### src/rtl/stream_cipher_ctrl.sv
// Job sequencer for the 8-bit LFSR keystream generator.
// It seeds the generator and XORs each plaintext byte into a registered ciphertext slot.
module stream_cipher_ctrl #(
   parameter int LEN_W = 8
) (
   input  logic             clk,
   input  logic             rst,
   input  logic             start,
   input  logic [7:0]       seed,
   input  logic [LEN_W-1:0] len,
   input  logic             abort,
   output logic             busy,
   output logic             done,
   output logic [LEN_W-1:0] bytes_left,
   input  logic             pt_valid,
   input  logic [7:0]       pt_data,
   output logic             pt_ready,
   output logic             ct_valid,
   output logic [7:0]       ct_data,
   input  logic             ct_ready,
   output logic             prng_load,
   output logic [7:0]       prng_seed,
   output logic             prng_step,
   input  logic [7:0]       prng_in
);

   localparam logic [2:0] S_IDLE  = 3'd0;
   localparam logic [2:0] S_LOAD  = 3'd1;
   localparam logic [2:0] S_RUN   = 3'd2;
   localparam logic [2:0] S_DRAIN = 3'd3;
   localparam logic [2:0] S_DONE  = 3'd4;

   localparam logic [LEN_W-1:0] ONE = LEN_W'(1);

   logic [2:0] state;
   logic [2:0] state_n;
   logic [7:0] seed_q;
   logic       accept;
   logic       kill;

   assign kill      = abort && (state != S_IDLE);
   assign busy      = (state != S_IDLE);
   assign done      = (state == S_DONE);
   assign pt_ready  = (state == S_RUN) && (!ct_valid || ct_ready);
   // An abort wins over a byte offered in the same cycle.
   assign accept    = pt_valid && pt_ready && !abort;
   assign prng_step = accept;
   assign prng_load = (state == S_LOAD);
   assign prng_seed = seed_q;

   always_comb begin
      state_n = state;
      unique case (state)
         S_IDLE:  if (start) state_n = S_LOAD;
         S_LOAD:  state_n = (bytes_left != '0) ? S_RUN : S_DONE;
         S_RUN:   if (accept && bytes_left == ONE) state_n = S_DRAIN;
         S_DRAIN: if (!ct_valid || ct_ready) state_n = S_DONE;
         S_DONE:  state_n = S_IDLE;
         default: state_n = S_IDLE;
      endcase
      if (kill) state_n = S_IDLE;
   end

   always_ff @(posedge clk or posedge rst) begin
      if (rst) begin
         state      <= S_IDLE;
         seed_q     <= '0;
         bytes_left <= '0;
         ct_valid   <= 1'b0;
         ct_data    <= '0;
      end else begin
         state <= state_n;
         if (state == S_IDLE && start) begin
            seed_q     <= seed;
            bytes_left <= len;
         end
         if (kill) begin
            ct_valid   <= 1'b0;
            bytes_left <= '0;
         end else if (accept) begin
            ct_data    <= pt_data ^ prng_in;
            ct_valid   <= 1'b1;
            bytes_left <= bytes_left - ONE;
         end else if (ct_valid && ct_ready) begin
            ct_valid <= 1'b0;
         end
      end
   end

endmodule

### config.mk
export PLATFORM = sky130hd
export DESIGN_NAME = stream_cipher_ctrl
export DESIGN_NICKNAME = d
export VERILOG_FILES = /design/src/rtl/stream_cipher_ctrl.sv
export SDC_FILE = /design/constraint.sdc
export NUM_CORES = 1
export LEC_CHECK = 0
export ABC_AREA = 1
export ABC_CLOCK_PERIOD_IN_PS = 1800
export CORE_MARGIN = 5
export CORE_UTILIZATION = 43
export CTS_CLUSTER_DIAMETER = 30
export DETAILED_ROUTE_END_ITERATION = 10
export PLACE_DENSITY = 0.8
export SYNTH_ARGS = -nofsm -noshare
export SYNTH_HDL_FRONTEND = slang
export SYNTH_SLANG_ARGS = --single-unit
export TNS_END_PERCENT = 1
### constraint.sdc
create_clock -name clk -period 1.8 [get_ports clk]
set_input_delay 0.54 -clock clk [delete_from_list [all_inputs] [get_ports clk]]
set_output_delay 0.54 -clock clk [all_outputs]
set_load 0.005 [all_outputs]
; ---- Word-level counts from Yosys, hierarchy flattened
; Cells that the tools add are included.
[classes]
add_sub_neg = 1
reduce_logical = 17
mux = 12
bitwise = 2
n_eq_ne = 8
[op_table]
columns = cell, count
row1 = 2-to-1 mux 8 bit, 3
row2 = 2-to-1 mux 3 bit, 5
row3 = case mux 3 bit (4 select lines), 1
row4 = nonzero test 3 bit, 3
row5 = == test 8 x 1 -> 1 bit (second input constant), 1
row6 = nonzero test 8 bit, 1
row7 = subtractor 8 x 1 -> 8 bit (second input constant), 1
row8 = XOR 8 bit, 1
row9 = logical AND 1 bit, 7
row10 = == test 3 x 2 -> 1 bit (second input constant), 2
row11 = != test 3 bit (second input constant), 2
row12 = == test 3 x 1 -> 1 bit (second input constant), 1
row13 = == test 3 bit (second input constant), 1
row14 = logical NOT 3 bit, 1
row15 = 2-to-1 mux 1 bit, 3
row16 = != test 3 x 2 -> 1 bit (second input constant), 1
row17 = AND reduction 3 bit, 1
row18 = logical NOT 1 bit, 2
row19 = AND reduction 2 bit, 1
row20 = logical OR 1 bit, 1
row21 = NOT 1 bit, 1
[totals]
ff_bits = 28
output_inout_bits = 30
in_bits = 38
wordCells = 45

; ---- Depth between registers and ports, before layout
[depth]
ltp_word = 9
ltp_mapped = 9
depth_no_buf = 9

; ---- Worst setup path before layout
; OpenSTA, ideal clock, no wires.
[synth_timing]
path_kind = input to output
from = in ct_ready
to = out prng_step
arrival_time_ps = 1063
path_stages = 4
required_ps = 1260
path_slack_ps = 197
path_buffers = 0
path_cell_list = inv_1 -> nand2_1 -> nand3_2 -> nor3_4
[synth_between]
elab_chain_cells = 4
[synth_lines]
columns = item, line
row1 = from (decl), 20  ; input logic ct_ready,
row2 = logical OR 1 bit, 44  ; assign pt_ready = (state == S_RUN) && (!ct_valid || ct_ready);
row3 = logical AND 1 bit, 44
row4 = logical AND 1 bit (2 in series), 46  ; assign accept = pt_valid && pt_ready && !abort;
row5 = to (decl), 23  ; output logic prng_step,
; No other way between the ends.

; ---- Worst setup path after layout
[layout_timing]
from = reg state[2]
to = out prng_step
[layout_between]
elab_chain_cells = 4
[layout_lines]
columns = item, line
row1 = from (decl), 35  ; logic [2:0] state;
row2 = from (signal assigned), 72  ; state <= state_n;
row3 = == test 3 x 2 -> 1 bit, 44
row4 = logical AND 1 bit, 44
row5 = logical AND 1 bit (2 in series), 46
; No other way between the ends.

==> flow_metrics.env <==
export IMPL_remaining_drc_errors=0
export IMPL_cts_hold_buf=0
export IMPL_hold_slack_ns=0.478
export IMPL_muxShareOfSynthArea_pct=0
export IMPL_io_pins=68
export IMPL_synth_seq_cells=28
export IMPL_dp_cells=355
export IMPL_wl_per_cell_um=11.5
export IMPL_finalNonFillerCells=363
export IMPL_synth_compound_area_share_pct=4.94
export IMPL_syn2layout_area_growth_pct=56.6
export IMPL_multiInputGateArea_sq_um=802
export IMPL_final_cell_mix="nand2_1 (87), clkdlybuf4s50_1 (56), inv_1 (29)"
export IMPL_fin_nets=358
export IMPL_tightestPinTransition_ns=0.349
export IMPL_grt_max_degree=29
export IMPL_avgViaCountPerCell=4.64
export IMPL_overflow=0
export IMPL_synthXorXnorAreaFrac_pct=5.24
export IMPL_finalHoldViolCount=0
export IMPL_slew_headroom_pct=76.7
export IMPL_routed_wl_mm=4.16
export IMPL_grt_usage_pct=17.1
export IMPL_hp_class="flop to flop"
export IMPL_dr_total_vias=1684
export IMPL_synth_nets=266
export IMPL_fp_dieW_um=72.4
export IMPL_die_area_sq_um=5230
export IMPL_antenna_cells=0
export IMPL_cts_tree="yes"
export IMPL_crit_fanout=2
export IMPL_ys_warn_count=0
export IMPL_final_antenna_net_count=0
export IMPL_core_area_sq_um=3720
export IMPL_post_route_period_util_pct=100
export IMPL_placement_rows=22
export IMPL_synth_top_family_by_area="simple AND/OR/NAND/NOR gates"
export IMPL_fp_dieH_um=72.4
export IMPL_crit_type="flop to output pin"
export IMPL_mostFrequentLayoutCell="nand2_1"
export IMPL_fill_cells=325
export IMPL_rsz0062_at_grt="true"
export IMPL_failed_checks="setup timing"
export IMPL_cap_violations=0
export IMPL_start_util_pct=45.0
export IMPL_cp_start_kind="flop"
export IMPL_ir_drop_mv=0.763
export IMPL_grt_pass1_wl_mm=7.22
export IMPL_finalWorstSetupSlack_ns=-0.000702
export IMPL_antenna_found_initial=0
export IMPL_max_freq_mhz=555
export IMPL_cts_buffers=3
export IMPL_yosysUniqueCellTypes=24
export IMPL_setup_viol=1
export IMPL_port_buffers=67
export IMPL_worstPathRequired_ns=1.26
export IMPL_synthCells=225
export IMPL_htreeDepth=1
export IMPL_status="finished, violations left"
export IMPL_period_minus_slack_ns=1.80
export IMPL_ys_seq_area_share_pct=41.9
export IMPL_drtIter0Drc=97
export IMPL_seq_area_sq_um=703
export IMPL_synth_avg_cell_area_sq_um=7.43
export IMPL_firstDrtPassIters=4
export IMPL_drv_slew=0
export IMPL_clk_pin_slew_worst_paths_ns=0.08
export IMPL_total_leakage_power_nw=1.38
export IMPL_drive_gt1_share_pct=14.6
export IMPL_synthAdderAreaFrac_pct=2.25
export IMPL_hpwl_mm=3.26
export IMPL_place_gp_congestion=0.832
export IMPL_fin_skew_ns=0.00499
export IMPL_root_buffer="clkbuf_8"
export IMPL_synth_simple_area_share_pct=35.4
export IMPL_p_per_area_nw_per_um2=1350
export IMPL_clock_latency_ns=0.27
export IMPL_syn_area_sq_um=1670
export IMPL_endpoint_kind="output pin"
export IMPL_first_global_vias=1669
export IMPL_cts_sinks=28
export IMPL_cts_buffer_depth=2
export IMPL_cp_arrival_ns=1.26
[path summary, 6_finish.rpt]
kind	from	end	slack [ns]	cells after the start
min in group asynchronous	rst	bytes_left[5]	0.63	3
setup reg to reg	ct_valid	bytes_left[5]	0.25	10
setup / recovery	state[2]	prng_step	-0.0007	5
hold reg to reg	prng_seed[2]	prng_seed[2]	0.48	2
hold / removal	prng_seed[2]	prng_seed[2]	0.48	2
max in group asynchronous	rst	state[1]	0.89	3
[sequential cells by signal (all words and copies together) (netlist names)]
register	count
ct_valid	1
bytes_left	8
state	3
ct_data	8
prng_seed	8
[cells in the mapped netlist (all sizes together)]
library cell   n  area (sq um)
nand2         90           348
inv           33           124
dfrtp         28           701
nand3         15          80.1
o21ai         14          70.1
nor2          13          71.3
nand4          8          65.1
xnor2          8          70.1
buf            6          47.5
ha             3          37.5
nor3           2          21.3
xor2           2          17.5
a21boi         1          7.51
a21oi          1          5.00
and2           1          6.26
[layer usage]
metal | part of all wire [%] | wire length (um) | vias up | GRT usage, %
li1 | - | - | 869 | -
met2 | 48 | 2020 | 55 | 29.4
met4 | 0.91 | 38 | 0 | 5.22
met5 | 0 | 0 | - | 0
met1 | 41 | 1720 | 756 | 20.2
met3 | 9.3 | 389 | 4 | 5.54
[logic make-up (layout without fill, tap and decap cells)]
family                     after synthesis  count (layout)
DFF                                     28              28
xor gates and xnor gates                10              10
AOI/OAI and AO/OA                       16              16
buffers and inverters                   39             129
adders and majority gates                3               3
and+or+nand+nor                        129             129
[layout make-up]
class,instances,area share (%)
clock buffers,3,1.58
well taps,48,2.29
multi-input cells,158,30.6
inverters,33,4.73
repair buffers,93,33.9
flip-flops and latches,28,26.9
[worst max-delay path: stages (launching register included)]
cell and delay, ns:
dfrtp_1 0.41, nor2_4 0.13, nand3_2 0.08, buf_6 0.13, nor3_4 0.11, buf_2 0.14
[report_power, final]
group | internal [W] | total, W | switching [W]
registers | 0.000917 | 0.00113 | 0.000209
clock network | 0.000150 | 0.000325 | 0.000176
logic | 0.00109 | 0.00207 | 0.000978
total | 0.00216 | 0.00352 | 0.00136
[what timing repair did]
action,4_1_cts,5_1_grt
buffers inserted,5,0
gates resized for setup,18,6
setup endpoints to repair,5,8
pin swaps,2,2
gates cloned,0,0
[stage by stage]
| stage | setup WS [ns] | util, % | total power [W] | TNS (ns) | cell area (sq um) |
|---|---|---|---|---|---|
| global placement | -0.643 | 68.3 | 0.00316 | -2.89 | 2540 |
| floorplan | 0.197 | - | 0.00216 | 0 | 1670 |
| CTS | -0.0575 | 70.1 | 0.00357 | -0.0659 | 2610 |
| global route | -0.0882 | 70.4 | 0.00388 | -0.177 | 2620 |
| finish | -0.000702 | 70.4 | 0.00352 | -0.000702 | 2620 |
| detailed placement | -0.669 | 68.3 | 0.00322 | -3.39 | 2540 |
Power figures use the tool's default switching activity.
==> variant: new RTL, same flow settings <==
Change the parameter `LEN_W` from 8 to 16.
--- a/src/rtl/stream_cipher_ctrl.sv
+++ b/src/rtl/stream_cipher_ctrl.sv
@@ -2,5 +2,5 @@
 // It seeds the generator and XORs each plaintext byte into a registered ciphertext slot.
 module stream_cipher_ctrl #(
-   parameter int LEN_W = 8
+   parameter int LEN_W = 16
 ) (
    input  logic             clk,
Ports: changed (resized bytes_left and len); port bits go from 68 to 84. No check against the original RTL was run, so the function may have changed too.
==> variant against the unedited design <==
Synthesized area grew 36%; sequential cell count grew 8; wire length grew 48%; total power grew 38%; combinational power grew 34%; sequential power grew 35%; cell area grew 30%; non-clock buffer count grew 12; sequential share of layout area shrank 0.11 points; via count grew 40%; worst setup slack gained 0.038 ns; clock power grew 70%; clock skew grew 0.0045 ns.
==> variant: results (changes against the unedited design) <==
Drt
  • Drt total wl: 6.18 mm (+48%)
  • DRT Pass-1 Iters: 4 (unchanged)
  • Iter 0 DRT Violations: 111 (+14%)
  • Met2 Routed Length: 3.19 mm (+58%)
  • Met1 wire length: 2.49 mm (+45%)
  • Top routing layer in use: met4
  • DR WL met3: 366 µm (-5.9%)
  • Vias: 2,354 (+40%)

Clocking
  • Clock Latency Late Sink: 0.29 ns (+0.02 ns)
  • H-tree levels: 2 (+1)
  • CTS root buffer: clkbuf_8
  • CTS buffer count: 5 (+2)
  • Clock Tree Buf Depth: 2 (unchanged)
  • Clk slew on worst S/H paths: 0.07 ns

Global route
  • Met3 Track Usage GR: 4.77% (-0.77 points)
  • GRT Util Overall: 19.5% (+2.4 points)
  • Initial antenna violation count: 0 (unchanged)
  • Grt met2 use: 35.2% (+5.8 points)
  • Met1 GRT Util: 21.8% (+1.6 points)
  • Largest net degree at the start of global routing: 37 (+28%)
  • Global-route wire length before repair: 10.3 mm (+42%)

Hold path
  • Min-Delay Path Class: flop to flop
  • Hold path depth: 2 (unchanged)
  • Worst hold start: prng_seed[3]
  • WHS Endpoint: prng_seed[3]

Worst setup path
  • CP delay by family, top: buffers and inverters
  • Crit path max fanout: 4 (+2)
  • Reg2Reg Depth: 10 (unchanged)
  • Worst R2R End: state[0]
  • Worst path max stage delay: 0.30 ns (-0.11 ns)
  • Reg2reg setup slack: 0.21 ns (-0.04 ns)
  • Worst Path Arrival: 1.22 ns (-0.04 ns)
  • Worst path slowest cell: dlygate4sd2_1
  • R2R Path Start: state[2]

Synth
  • Predominant post-synthesis flop cell: dfrtp_1
  • Synthesis warning total: 0 (unchanged)
  • Syn nets: 371 (+39%)
  • Synth async-reset ratio: 100% (unchanged)
  • Most instantiated cells after synthesis: nand2_1, dfrtp_1, inv_1
  • Area contributors post-synth: dfrtp_1, nand2_1, nand3_1
  • Unique masters post-synth: 28 (+17%)
  • Sequential cell area fraction in the yosys report: 39.6% (-2.3 points)

Pwr
  • Pleak: 1.76 nW (+28%)
  • Worst VDD drop: 0.784 mV (+2.7%)

Placed design
  • I/O Buffers: 83 (+24%)
  • Hpwl dp: 4.70 mm (+45%)
  • Placement Cell Area: 3300 µm² (+30%)
  • GPL Wtd Cong: 0.877 (+5.4%)

Final layout
  • # fillers: 490 (+51%)
  • Post-layout nets: 474 (+32%)
  • Share of cells above drive strength 1: 13.4% (-1.2 points)
  • Most flops, register: bytes_left
  • N_diodes: 0 (unchanged)
  • Max reg flops: 16

Timing
  • Min Hold Slack: 0.472 ns (-0.00592 ns)
  • Slew @ Worst Pin: 0.253 ns (-0.0955 ns)
  • Clock Skews: 0.00952 ns (+0.00453 ns)

Status
  • Outcome: complete, no violations
[variant: per-stage QoR]
step	worst slack [ns]	setup TNS [ns]	std cells	util, %
after CTS	-0.0215	-0.0701	494	65.9
final	0.0369	0	495	66.1
after detailed placement	-0.715	-9.45	486	64.1
after floorplan	0.128	0	322	-
after global placement	-0.712	-8.74	486	64.1
after global routing	-0.0490	-0.0490	495	66.1
[variant: timing repair]
action                                  4_1_cts  5_1_grt
endpoints found under the setup margin       27       10
gates resized for setup                      36       12
pin swaps                                     3        4
buffers inserted                              1        1
[variant: cell type report]
cell class                 instances  area, µm²  area share [%]
multi-input combinational        241       1180            34.8
timing repair buffer             105        998            29.4
sequential                        36        908            26.8
inverter                          36        143            4.20
tap                               70       87.6            2.58
clock buffer                       6       72.6            2.14
clock inverter                     1       5.00           0.147
[variant: power breakdown]
| part | total, mW | internal, mW | switching [mW] |
|---|---|---|---|
| clock network | 0.551 | 0.263 | 0.287 |
| logic | 2.77 | 1.38 | 1.40 |
| registers | 1.52 | 1.18 | 0.344 |
| total | 4.85 | 2.82 | 2.03 |
[variant: how the worst max path moves through the flow]
stage	startpoint	slack, ns	end	depth (start not counted)
2_1_floorplan	ct_ready	0.13	prng_step	5
3_3_place_gp	ct_ready	-0.71	prng_step	6
3_5_place_dp	ct_ready	-0.72	prng_step	6
4_1_cts	state[0]	-0.02	busy	4
5_1_grt	state[2]	-0.05	prng_step	4
6_report	abort	0.04	prng_step	3
[variant: cell families after synthesis]
group                      synth area share [%]
xor gates and xnor gates                   4.23
and+or+nand+nor                            38.2
buffers and inverters                      9.51
adders and majority gates                  1.65
AOI/OAI and AO/OA                          6.87
DFF                                        39.6
[variant: worst min-delay path: stages, from the launching register on]
cell and delay, ns:
dfrtp_1 0.34, nand2_1 0.05, nand2_1 0.05
